## src/rtl/top_pkg.sv

```systemverilog
// Global TL-UL bus widths shared by every TL-UL agent in the system.
package top_pkg;

   localparam int TL_AW  = 32;
   localparam int TL_DW  = 32;
   localparam int TL_AIW = 8;
   localparam int TL_DIW = 1;
   localparam int TL_DBW = TL_DW / 8;
   localparam int TL_SZW = 2;
   localparam int TL_DUW = 4;

endpackage

```

## src/rtl/tlul2sram_pkg.sv

```systemverilog
// Types and constants for the TL-UL to SRAM response adapter.
package tlul2sram_pkg;

   import top_pkg::*;

   // TL-UL A-channel opcodes
   localparam logic [2:0] OpPutFull    = 3'h0;
   localparam logic [2:0] OpPutPartial = 3'h1;
   localparam logic [2:0] OpGet        = 3'h4;

   // TL-UL D-channel opcodes
   localparam logic [2:0] OpAccessAck     = 3'h0;
   localparam logic [2:0] OpAccessAckData = 3'h1;

   // SRAM read data arrives this many cycles after the read strobe
   localparam int RdLatency = 1;

   typedef struct packed {
      logic              a_valid;
      logic [2:0]        a_opcode;
      logic [2:0]        a_param;
      logic [TL_SZW-1:0] a_size;
      logic [TL_AIW-1:0] a_source;
      logic [TL_AW-1:0]  a_address;
      logic [TL_DBW-1:0] a_mask;
      logic [TL_DW-1:0]  a_data;
      logic              d_ready;
   } tl_h2d_t;

   typedef struct packed {
      logic              d_valid;
      logic [2:0]        d_opcode;
      logic [2:0]        d_param;
      logic [TL_SZW-1:0] d_size;
      logic [TL_AIW-1:0] d_source;
      logic [TL_DIW-1:0] d_sink;
      logic [TL_DW-1:0]  d_data;
      logic [TL_DUW-1:0] d_user;
      logic              d_error;
      logic              a_ready;
   } tl_d2h_t;

   // One queued D-channel response; opcode is already the response opcode
   typedef struct packed {
      logic [2:0]        opcode;
      logic [TL_AIW-1:0] source;
      logic [TL_SZW-1:0] size;
      logic              error;
      logic [TL_DW-1:0]  data;
   } rsp_entry_t;

   // Request captured in the cycle after acceptance, waiting for rdata
   typedef struct packed {
      logic              valid;
      logic [2:0]        opcode;
      logic [TL_AIW-1:0] source;
      logic [TL_SZW-1:0] size;
      logic              error;
      logic              is_read;
   } pend_t;

   typedef enum logic [2:0] {
      ErrNone,
      ErrOpcode,
      ErrSize,
      ErrAlign,
      ErrRange,
      ErrMask
   } err_cause_e;

endpackage

```

## src/rtl/tlul2sram_rsp_fifo.sv

```systemverilog
// Small response FIFO: register-array storage, async active-high reset on
// the control state, arbitrary depth with pointers wrapping at Depth.
module tlul2sram_rsp_fifo #(
   parameter  int Width = 8,
   parameter  int Depth = 4,
   localparam int PtrW  = (Depth > 1) ? $clog2(Depth) : 1,
   localparam int CntW  = $clog2(Depth + 1)
) (
   input  logic             clk_i,
   input  logic             rst_i,
   input  logic             wr_i,
   input  logic [Width-1:0] wdata_i,
   input  logic             rd_i,
   output logic [Width-1:0] rdata_o,
   output logic             full_o,
   output logic             empty_o,
   output logic [CntW-1:0]  count_o
);

   logic [Width-1:0] mem [Depth];
   logic [PtrW-1:0]  wptr_reg, rptr_reg;
   logic [CntW-1:0]  cnt_reg;
   logic             wr_en, rd_en;

   assign empty_o = (cnt_reg == '0);
   assign full_o  = (cnt_reg == CntW'(Depth));
   assign count_o = cnt_reg;
   assign rdata_o = mem[rptr_reg];

   // a write into a full FIFO is fine when the head leaves in the same cycle
   assign wr_en = wr_i && (!full_o || rd_i);
   assign rd_en = rd_i && !empty_o;

   function automatic logic [PtrW-1:0] ptr_inc(input logic [PtrW-1:0] p);
      return (p == PtrW'(Depth - 1)) ? '0 : p + PtrW'(1);
   endfunction

   // storage array, written only; no reset needed on the data
   always_ff @(posedge clk_i) begin
      if (wr_en) mem[wptr_reg] <= wdata_i;
   end

   // pointer and occupancy bookkeeping
   always_ff @(posedge clk_i or posedge rst_i) begin
      if (rst_i) begin
         wptr_reg <= '0;
         rptr_reg <= '0;
         cnt_reg  <= '0;
      end else begin
         if (wr_en) wptr_reg <= ptr_inc(wptr_reg);
         if (rd_en) rptr_reg <= ptr_inc(rptr_reg);
         case ({wr_en, rd_en})
            2'b10:   cnt_reg <= cnt_reg + CntW'(1);
            2'b01:   cnt_reg <= cnt_reg - CntW'(1);
            default: cnt_reg <= cnt_reg;
         endcase
      end
   end

endmodule

```

## src/rtl/tlul2sram_rsp.sv

```systemverilog
// TL-UL device adapter driving a 1-cycle-latency single-port SRAM.
// Define TLUL2SRAM_ERR_CHK_EN to enable request legality checks; without it
// every request reaches the SRAM and d_error is always 0.
module tlul2sram_rsp
   import top_pkg::*;
   import tlul2sram_pkg::*;
#(
   parameter int SramAw   = 12,
   parameter int SramDw   = 32,
   parameter int RspDepth = 4
) (
   input  logic              clk_i,
   input  logic              rst_i,
   input  tl_h2d_t           tl_i,
   output tl_d2h_t           tl_o,
   output logic              req_o,
   output logic              we_o,
   output logic [SramAw-1:0] addr_o,
   output logic [SramDw-1:0] wdata_o,
   output logic [SramDw-1:0] wmask_o,
   input  logic [SramDw-1:0] rdata_i
);

   localparam int CntW = $clog2(RspDepth + 1);

   if (SramDw != TL_DW) begin : gen_dw_chk
      $error("SramDw must equal TL_DW");
   end
   if (RspDepth < 2 || RspDepth > 8) begin : gen_depth_chk
      $error("RspDepth must be within 2..8");
   end
   if (RdLatency != 1) begin : gen_lat_chk
      $error("pending stage assumes a 1-cycle SRAM read latency");
   end

   logic            ready_reg, ready_next;
   pend_t           pend_reg, pend_next;
   err_cause_e      err_cause;
   logic            req_err, accept, push, pop;
   logic            fifo_full, fifo_empty;
   logic [CntW-1:0] fifo_cnt;
   logic [CntW:0]   occ_next;
   rsp_entry_t      push_entry, head_entry;
   logic            unused_bits;

`ifdef TLUL2SRAM_ERR_CHK_EN
   // classify the A-channel request; first failing rule wins
   always_comb begin
      err_cause = ErrNone;
      if (tl_i.a_opcode != OpGet && tl_i.a_opcode != OpPutFull &&
          tl_i.a_opcode != OpPutPartial) begin
         err_cause = ErrOpcode;
      end else if (tl_i.a_size > TL_SZW'(2)) begin
         err_cause = ErrSize;
      end else if (tl_i.a_address[1:0] != 2'b00) begin
         err_cause = ErrAlign;
      end else if (|(tl_i.a_address >> (SramAw + 2))) begin
         err_cause = ErrRange;
      end else if (tl_i.a_opcode == OpPutFull && tl_i.a_mask != '1) begin
         err_cause = ErrMask;
      end
   end
`else
   assign err_cause = ErrNone;
`endif

   assign req_err = (err_cause != ErrNone);
   assign accept  = tl_i.a_valid && ready_reg;

   // SRAM is driven straight from the A channel in the accept cycle
   assign req_o   = accept && !req_err;
   assign we_o    = req_o && (tl_i.a_opcode != OpGet);
   assign addr_o  = tl_i.a_address[SramAw+1:2];
   assign wdata_o = tl_i.a_data;

   for (genvar gi = 0; gi < SramDw / 8; gi++) begin : gen_wmask
      assign wmask_o[8*gi +: 8] = {8{tl_i.a_mask[gi]}};
   end

   // capture the accepted request so it can meet its read data next cycle
   always_comb begin
      pend_next = '0;
      if (accept) begin
         pend_next.valid   = 1'b1;
         pend_next.opcode  = tl_i.a_opcode;
         pend_next.source  = tl_i.a_source;
         pend_next.size    = tl_i.a_size;
         pend_next.error   = req_err;
         pend_next.is_read = !req_err && (tl_i.a_opcode == OpGet);
      end
   end

   // pending stage register; reset drops any request whose rdata is in flight
   always_ff @(posedge clk_i or posedge rst_i) begin
      if (rst_i) pend_reg <= '0;
      else       pend_reg <= pend_next;
   end

   // build the response entry from the pending request and SRAM data
   always_comb begin
      push_entry        = '0;
      push_entry.opcode = (pend_reg.opcode == OpGet) ? OpAccessAckData : OpAccessAck;
      push_entry.source = pend_reg.source;
      push_entry.size   = pend_reg.size;
      push_entry.error  = pend_reg.error;
      if (pend_reg.is_read) begin
         push_entry.data = rdata_i;
      end else if (pend_reg.error && pend_reg.opcode == OpGet) begin
         push_entry.data = '1;
      end
   end

   assign push = pend_reg.valid;
   assign pop  = !fifo_empty && tl_i.d_ready;

   tlul2sram_rsp_fifo #(
      .Width ($bits(rsp_entry_t)),
      .Depth (RspDepth)
   ) u_fifo (
      .clk_i   (clk_i),
      .rst_i   (rst_i),
      .wr_i    (push),
      .wdata_i (push_entry),
      .rd_i    (pop),
      .rdata_o (head_entry),
      .full_o  (fifo_full),
      .empty_o (fifo_empty),
      .count_o (fifo_cnt)
   );

   // next-cycle occupancy (queued + pending) decides next-cycle a_ready,
   // so a_ready is a flop and has no combinational path from d_ready
   always_comb begin
      occ_next   = {1'b0, fifo_cnt} + {{CntW{1'b0}}, push}
                 + {{CntW{1'b0}}, accept} - {{CntW{1'b0}}, pop};
      ready_next = (occ_next < (CntW + 1)'(RspDepth));
   end

   // a_ready register, held low throughout reset
   always_ff @(posedge clk_i or posedge rst_i) begin
      if (rst_i) ready_reg <= 1'b0;
      else       ready_reg <= ready_next;
   end

   // D channel presents the FIFO head; all fields read 0 when idle
   always_comb begin
      tl_o         = '0;
      tl_o.a_ready = ready_reg;
      tl_o.d_valid = !fifo_empty;
      if (!fifo_empty) begin
         tl_o.d_opcode = head_entry.opcode;
         tl_o.d_source = head_entry.source;
         tl_o.d_size   = head_entry.size;
         tl_o.d_error  = head_entry.error;
         tl_o.d_data   = head_entry.data;
      end
   end

   assign unused_bits = ^{tl_i.a_param, tl_i.a_address[1:0],
                          tl_i.a_address[TL_AW-1:SramAw+2], fifo_full};

endmodule
```

## config.mk

```make
export PLATFORM = sky130hd
export DESIGN_NAME = tlul2sram_rsp
export DESIGN_NICKNAME = d
export VERILOG_FILES = /design/src/rtl/top_pkg.sv /design/src/rtl/tlul2sram_pkg.sv /design/src/rtl/tlul2sram_rsp_fifo.sv /design/src/rtl/tlul2sram_rsp.sv
export SDC_FILE = /design/constraint.sdc
export NUM_CORES = 1
export LEC_CHECK = 0
export ABC_AREA = 1
export ABC_CLOCK_PERIOD_IN_PS = 10600
export BUFFER_PORTS_ARGS = -buffer_cell sky130_fd_sc_hd__buf_2
export CAP_MARGIN = 20
export CORE_UTILIZATION = 57
export DETAILED_ROUTE_END_ITERATION = 8
export GPL_TIMING_DRIVEN = 0
export PLACE_DENSITY = 0.85
export SYNTH_ARGS = -nofsm -noshare
export SYNTH_HDL_FRONTEND = slang
export SYNTH_HIERARCHICAL = 1
export SYNTH_SLANG_ARGS = --single-unit
```

## constraint.sdc

```tcl
create_clock -name clk_i -period 10.6 [get_ports clk_i]
set_input_delay 0.53 -clock clk_i [delete_from_list [all_inputs] [get_ports clk_i]]
set_output_delay 0.53 -clock clk_i [all_outputs]
set_load 0.005 [all_outputs]
```

# Yosys cells after proc, flatten, opt, wreduce, memory -nomap -nowiden
# Memory sizes are Yosys's and may differ from the RTL's.
# Index checks and enable logic that the tools add are counted.
# word_totals
register_bits,24
ramBits,176
in_bits,120
out_inout_bits,134
word_cells,51
n_memories,1
# classes
n_addsub,7
n_lt_le_gt_ge,1
n_eq_ne,8
muxes,13
n_reduce_logical,11
# mem_list
memory,depth,width,rd,rd_clocked_by_memory_dff,write_ports,line_no,text
u_fifo.mem,4,44,1,0,1,tlul2sram_rsp_fifo.sv:20,logic [Width-1:0] mem [Depth];
# ops
operator,count
$mux W32,3
$mux W16,1
$mux W10,1
$eq A3 B3 Y1 const B,3
$eq A2 B2 Y1 const B,3
$logic_and A1 B1 Y1,6
$pmux W3 S2,1
$add A2 B1 Y2 const B,2
$add A3 B1 Y4,1
$add A4 B1 Y4,1
$lt A4 B3 Y1 const B,1
$mux W1,4
$mux W2,2
$sub A4 B1 Y4,1
$add A3 B1 Y3 const B,1
$logic_not A3 Y1,1
$mux W3,1
$ne A3 B3 Y1 const B,1
$sub A3 B1 Y3 const B,1
$eq A2 B1 Y1 const B,1
$logic_not A1 Y1,2
$reduce_bool A2 Y1,1
$logic_or A1 B1 Y1,1

# Depth between registers and ports, before layout
# Gate-level depths: netlist of the first run.
# depth
word_depth,7
depth_mapped,16

# Hierarchy
# Netlist of the first run, hierarchy kept.
# by_module_without_submodules
mod,instances,cells_each,area_each_um2
tlul2sram_rsp_fifo,1,599,7718.7
tlul2sram_rsp,1,325,1958.1

# Least setup slack after synthesis of the first run
# OpenSTA, ideal clock, no wires.
# synth_timing
path_type,flip-flop to flip-flop
from,register u_fifo.cnt_reg[0] (netlist: u_fifo/count_o[0])
to,"memory u_fifo/mem[0][0] (netlist bit), enable pin"
setup_ns,0.450
arrival_time_ns,3.213
t_required_ns,10.150
slack_ns,6.937
path_stages_with_launch,10
path_cell_list,dfrtp_1 nor2_1 nand2_1 inv_1 buf_4 nor2_1 inv_1 nand3_1 nand2_1 nor2_1
# synth_via
elab_chain_cells,7
# synth_rtl
element,line_no,text
"start, declared",tlul2sram_rsp_fifo.sv:22,logic [CntW-1:0] cnt_reg;
"start signal, assigned",tlul2sram_rsp_fifo.sv:53,2'b10: cnt_reg <= cnt_reg + CntW'(1);
"start signal, assigned",tlul2sram_rsp_fifo.sv:54,2'b01: cnt_reg <= cnt_reg - CntW'(1);
"start signal, assigned",tlul2sram_rsp_fifo.sv:55,default: cnt_reg <= cnt_reg;
$logic_not A3 Y1,tlul2sram_rsp_fifo.sv:25,assign empty_o = (cnt_reg == '0);
named net fifo_empty,tlul2sram_rsp.sv:40,"logic fifo_full, fifo_empty;"
$logic_not A1 Y1,tlul2sram_rsp.sv:114,assign pop = !fifo_empty && tl_i.d_ready;
$logic_and A1 B1 Y1,tlul2sram_rsp.sv:114,
named net pop,tlul2sram_rsp.sv:39,"logic req_err, accept, push, pop;"
$logic_or A1 B1 Y1,tlul2sram_rsp_fifo.sv:31,assign wr_en = wr_i && (!full_o || rd_i);
$logic_and A1 B1 Y1,tlul2sram_rsp_fifo.sv:31,
$mux W1,tlul2sram_rsp_fifo.sv:40,if (wr_en) mem[wptr_reg] <= wdata_i;
$mux W1 (not written as such),tlul2sram_rsp_fifo.sv:40,
"end, declared",tlul2sram_rsp_fifo.sv:20,
# The timed path passes the listed nets, and every way through them passes these cells.

# Worst setup path after layout of the first run
# layout_timing
from,register u_fifo.cnt_reg[2] (netlist: u_fifo/count_o[2])
to,"memory u_fifo/mem[1][8] (netlist bit), enable pin"
# Same word-level chain as after synthesis.

==> results of run 1 <==
through the flow:
step	util	worst slack (ps)	power, mW
final	0.6982	7470	2.809
after global routing	0.6982	7259	2.974
after CTS	0.6982	7464	2.815
after detailed placement	0.6637	7503	2.184
after global placement	0.6566	5251	2.134
after floorplan	-	6952	1.758
report_power, final:
part | switching [mW] | internal [mW]
registers | 0.0448 | 1.01
logic | 0.703 | 0.433
clock network | 0.272 | 0.347
total | 1.02 | 1.79
final cells by class:
cell class                      count  area (µm²)
Clock buffer                       26       523.0
Buffer                            125       927.1
Timing Repair Buffer              179       968.4
Tap cell                          220       275.3
Fill cell                        1135        5005
Inverter                          211       792.0
Multi-Input combinational cell    399        1953
Clock inverter                      8       38.79
Sequential cell                   207        6101
routing by layer:
| layer | vias to the layer above | part of all wire | GRT usage | wire (µm) |
|---|---|---|---|---|
| li1 | 3270 | - | - | - |
| met1 | 3144 | 0.38 | 0.3036 | 8225 |
| met2 | 414 | 0.51 | 0.4406 | 11100 |
| met3 | 56 | 0.089 | 0.03576 | 1922 |
| met4 | 0 | 0.021 | 0.09068 | 466 |
| met5 | - | 0 | 0 | 0 |
worst register-to-register path: stages (launching register included):
cell,delay (ps)
dfrtp_1,430
inv_1,80
nand2_1,140
inv_1,100
buf_4,210
nor2_1,280
inv_1,70
nand3_1,130
nand2_1,290
nor2_4,830
buf_16,270
worst max-delay path by stage:
stage / startpoint / cells past startpoint / end
floorplan: u_fifo/count_o[2] / 9 / u_fifo/mem[0][0]
finish: u_fifo/count_o[2] / 10 / u_fifo/mem[1][8]
CTS: u_fifo/count_o[2] / 10 / u_fifo/mem[1][5]
detailed placement: u_fifo/count_o[0] / 10 / u_fifo/mem[1][25]
global placement: u_fifo/count_o[2] / 9 / u_fifo/mem[3][7]
global route: u_fifo/count_o[2] / 10 / u_fifo/mem[1][10]
cells in the final DEF, fill, tap and decap left out, types with 2 or more instances in the layout:
cell and count:
o21ai_1 31, nor2_1 62, nand3_1 7, inv_1 211, edfxtp_1 184, o211ai_1 46, clkbuf_16 20, o21ai_0 17
buf_12 3, dfrtp_1 23, a21oi_1 47, buf_4 90, clkinv_2 3, buf_6 13, nand2_1 147, clkbuf_1 10
clkinv_1 4, or2_0 2, buf_2 192, nor2_4 4, conb_1 20, ha_1 10
timing repair:
action | in CTS | in global routing
hold endpoints to repair | 7 | 0
buffers inserted | 0 | 0
hold buffers | 1 | 0
==> metrics.csv, run 1 <==
stage,metric,value,unit
place,globalplace.congestion,0.7664,
finish,largest_register_ffs,184,
timing,tightest_slew,947.2,ps
finish,final_cell_area,11580,µm²
grt,grt_pass1_wl,33.24,mm
grt,grt_max_degree,27,
drt,dr.pass1.iters,7,
timing,hold-worst-slack,221.7,ps
drt,via_per_inst,5.007,
critical_path,start_kind,flop,
critical_path,r2r_slack,7470,ps
drt,via_count,6884,
hold_path,hold_start,tl_i[82],
finish,layout-drive-gt1-share,0.2831,
clocking,clk_pin_slew,60,ps
finish,syn2layout_area_growth,19.72,%
critical_path,crit_path_frequent_cell,inv_1,
power,leakage,5.726,nW
floorplanning,fp.dieArea,17490,µm²
logic_synthesis,syn_inst,923,
timing,hold_violations,0,
timing,min_period,3130,ps
floorplanning,die_w,132.3,µm
clocking,cts_tree,done,
grt,grt_pass1_vias,6664,
clocking,clockBufferDepth,3,
grt,grt.overflow.total,0,
critical_path,reg2reg_to,u_fifo/mem[1][8],
hold_path,hold_path_class,input port to flop,
finish,layout.nets,1273,
run_status,outcome,finished clean,
critical_path,critPathCaptureType,flop,
drt,antenna_left,0,
floorplanning,rows,47,
grt,grtUsageTotal,0.2462,
critical_path,path_max_fanout,26,
timing,fmax,0.3195,GHz
clocking,cts_made_buffers,19,
hold_path,whs_path_depth,2,
timing,slew_headroom,0.3670,
logic_synthesis,ys_warn_count,6,
power,peakVddDrop,0.1681,mV
place,placed_cells,1340,
finish,layout.cells.non_filler,1375,
place,dpl_cell_area,11010,µm²
grt,antenna_found_initial,0,
drt,drt_iter0_markers,560,
run,cap_violations,0,
critical_path,crit_required,10770,ps
critical_path,critPathKind,flop to flop,
floorplanning,start_util,0.5832,
clocking,insertion_delay,480,ps
critical_path,cpMaxStageDelayCell,nor2_4,
timing,rsz0062_at_grt,false,
critical_path,crit_arrival,3300,ps
timing,finalCritPeriodShare,0.2953,
floorplanning,die_h,132.3,µm
place,numPortBuffers,174,
logic_synthesis,netlist_area,9672,µm²
clocking,cts_sinks,207,
finish,diodes,0,
place,dpl.hpwl,13.94,mm
critical_path,slowest_delay,820,ps
timing,finClkSkew,18.92,ps
clocking,htreeDepth,1,
drt,wl_per_cell,15.79,µm
critical_path,r2r-start,u_fifo/count_o[2],
timing,setup_viol,0,
floorplanning,fp.coreArea,16580,µm²
floorplanning,io_pins,254,
timing,drv_slew,0,
power,cellPowerDensity,242.6,nW/µm²
critical_path,reg2regPathDepth,10,
logic_synthesis,syn_area_per_cell,10.48,µm²
timing,fin_setup_tns,0,ps
clocking,cts_resized,0,
clocking,root_buffer,clkbuf_16,
drt,drc,0,
hold_path,holdPathEnd,pend_reg[0],
critical_path,cp_num_buf_inv,5,
critical_path,critPathTopFamily,simple AND/OR/NAND/NOR gates,
drt,wirelength,21.71,mm
critical_path,crit_chain,"inv_1, nand2_1, inv_1, buf_4, nor2_1, inv_1, nand3_1, nand2_1, nor2_4, buf_16",
Power figures use the tool's default switching activity.
==> run 2, diff against run 1 <==
ABC_CLOCK_PERIOD_IN_PS = 3150   (was 10600)
CORE_UTILIZATION = 53   (was 57)
PLACE_DENSITY = 0.8   (was 0.85)
clock period = 3.15 ns   (was 10.6 ns; I/O delays follow)
==> metrics.csv, run 2 (same netlist as run 1, synthesis figures left out) <==
stage,metric,value,unit
floorplanning,die_w,137.1,µm
place,place_ws,20.21,ps
drt,drc,0,
clocking,cts_sinks,207,
finish,final_common_cell,inv_1,
clocking,clk_pin_slew,60,ps
floorplanning,fp.dieArea,18790,µm²
clocking,htreeDepth,1,
finish,fillers,1295,
power,peakVddDrop,0.4683,mV
power,cellPowerDensity,807.5,nW/µm²
drt,wl_per_cell,14.98,µm
critical_path,critPathCaptureType,flop,
grt,grt_max_degree,31,
timing,hold-worst-slack,12.67,ps
finish,seq_area,6101,µm²
finish,largest_register_ffs,184,
place,placed_cells,1349,
place,dpl.hpwl,13.75,mm
clocking,clockBufferDepth,3,
finish,multi_input_area,1958,µm²
grt,grtUsageTotal,0.2255,
drt,dr.pass1.iters,5,
clocking,cts_made_buffers,19,
finish,diodes,0,
drt,via_per_inst,4.901,
critical_path,slowest_delay,710,ps
drt,wirelength,20.95,mm
floorplanning,start_util,0.5403,
place,globalplace.congestion,0.7497,
power,leakage,5.818,nW
floorplanning,die_h,137.1,µm
timing,layout_setup_ws,228.3,ps
timing,drv_slew,0,
floorplanning,fp.coreArea,17900,µm²
run,cap_violations,0,
grt,antenna_found_initial,0,
drt,drt_iter0_markers,531,
clocking,cts_tree,done,
finish,layout.cells.non_filler,1399,
critical_path,critPathKind,flop to flop,
run_status,outcome,finished clean,
finish,syn2layout_area_growth,22.04,%
clocking,root_buffer,clkbuf_16,
critical_path,path_max_fanout,24,
grt,grt.overflow.total,0,
critical_path,start_kind,flop,
timing,tightest_slew,852.4,ps
finish,layout.nets,1292,
timing,slew_headroom,0.4304,
critical_path,cpMaxStageDelayCell,nor2_4,
hold_path,hold_path_class,input port to flop,
power,p_total,9.531,mW
timing,fin_setup_tns,0,ps
floorplanning,io_pins,254,
drt,antenna_left,0,
timing,rsz0062_at_grt,false,
timing,setup_viol,0,
critical_path,crit_arrival,3090,ps
timing,min_period,2922,ps
timing,hold_violations,0,
clocking,insertion_delay,480,ps
critical_path,crit_chain,"inv_1, nand2_1, inv_1, buf_4, nor2_2, inv_1, nand3_1, nand2_2, nor2_4, buf_12",
floorplanning,rows,49,
place,numPortBuffers,174,
grt,grt_pass1_wl,31.77,mm
grt,grt_pass1_vias,6550,
timing,fmax,0.3423,GHz
timing,finalCritPeriodShare,0.9275,
critical_path,crit_required,3320,ps
finish,layout-drive-gt1-share,0.2838,
finish,final_cell_mix,"inv_1 (211), buf_2 (192), edfxtp_1 (184)",
critical_path,crit_path_frequent_cell,inv_1,
drt,via_count,6857,
timing,finClkSkew,8.301,ps
run 2: cell count changes in the layout (fill, tap and decap cells not counted), moves of 2 or more:
| cell | before | now |
|---|---|---|
| bufinv_16 | 0 | 2 |
| clkbuf_1 | 10 | 6 |
| clkinv_1 | 4 | 2 |
| dlygate4sd3_1 | 1 | 19 |
run 2: what timing repair did:
item / CTS / global route
endpoints found under the hold margin: 53 / 0
setup endpoints to repair: 0 / 116
resized for setup: 0 / 2
hold buffers: 19 / 0
setup buffers: 0 / 1
run 2: area by class of cell:
cell class              instances  share of cell area
plain buffers                 125             0.07855
clock buffers                  22             0.04208
clock inverters                 8            0.007950
inverters                     211             0.06710
multi-input cells             399              0.1659
flip-flops and latches        207              0.5169
well taps                     229             0.02427
repair buffers                198             0.09731
run 2: worst max-delay path: cells and delay by family (launching register included):
| kind | cells | cell delay [ps] |
|---|---|---|
| buffers and inverters | 5 | 760 |
| flip-flops | 1 | 430 |
| AND/OR/NAND/NOR | 5 | 1410 |
run 2: through the flow:
| stage | utilization | instance area, µm² |
|---|---|---|
| finish | 0.6594 | 11800 |
| global route | 0.6594 | 11800 |
| CTS | 0.6587 | 11790 |
| detailed placement | 0.6150 | 11010 |
| global placement | 0.6089 | 10900 |
| floorplan | - | 9743 |
run 2: report_power, final:
group | internal, mW | switching (mW) | total, mW | leakage (nW)
sequential | 3.40 | 0.142 | 3.54 | 2.01
combinational | 1.47 | 2.32 | 3.80 | 3.52
clock | 1.29 | 0.910 | 2.20 | 0.287
total | 6.16 | 3.37 | 9.53 | 5.82
run 2: final timing paths:
kind                              startpoint                end  slack, ps  cells past startpoint
hold / removal                   rdata_i[25]  u_fifo/mem[3][25]         10                      3
max in group asynchronous              rst_i        pend_reg[6]       2400                      3
min in group asynchronous              rst_i  u_fifo/count_o[2]        160                      3
setup reg to reg           u_fifo/count_o[2]   u_fifo/mem[2][9]        230                     10
hold reg to reg                  pend_reg[2]  u_fifo/mem[2][33]        490                      0
setup / recovery           u_fifo/count_o[2]   u_fifo/mem[2][9]        230                     10
run 2: per-layer routing:
layer  global-route usage  wire length, µm
met5                    0                0
met4              0.08974              455
met3              0.02481             1594
met2               0.4049            10850
met1               0.2770             8048
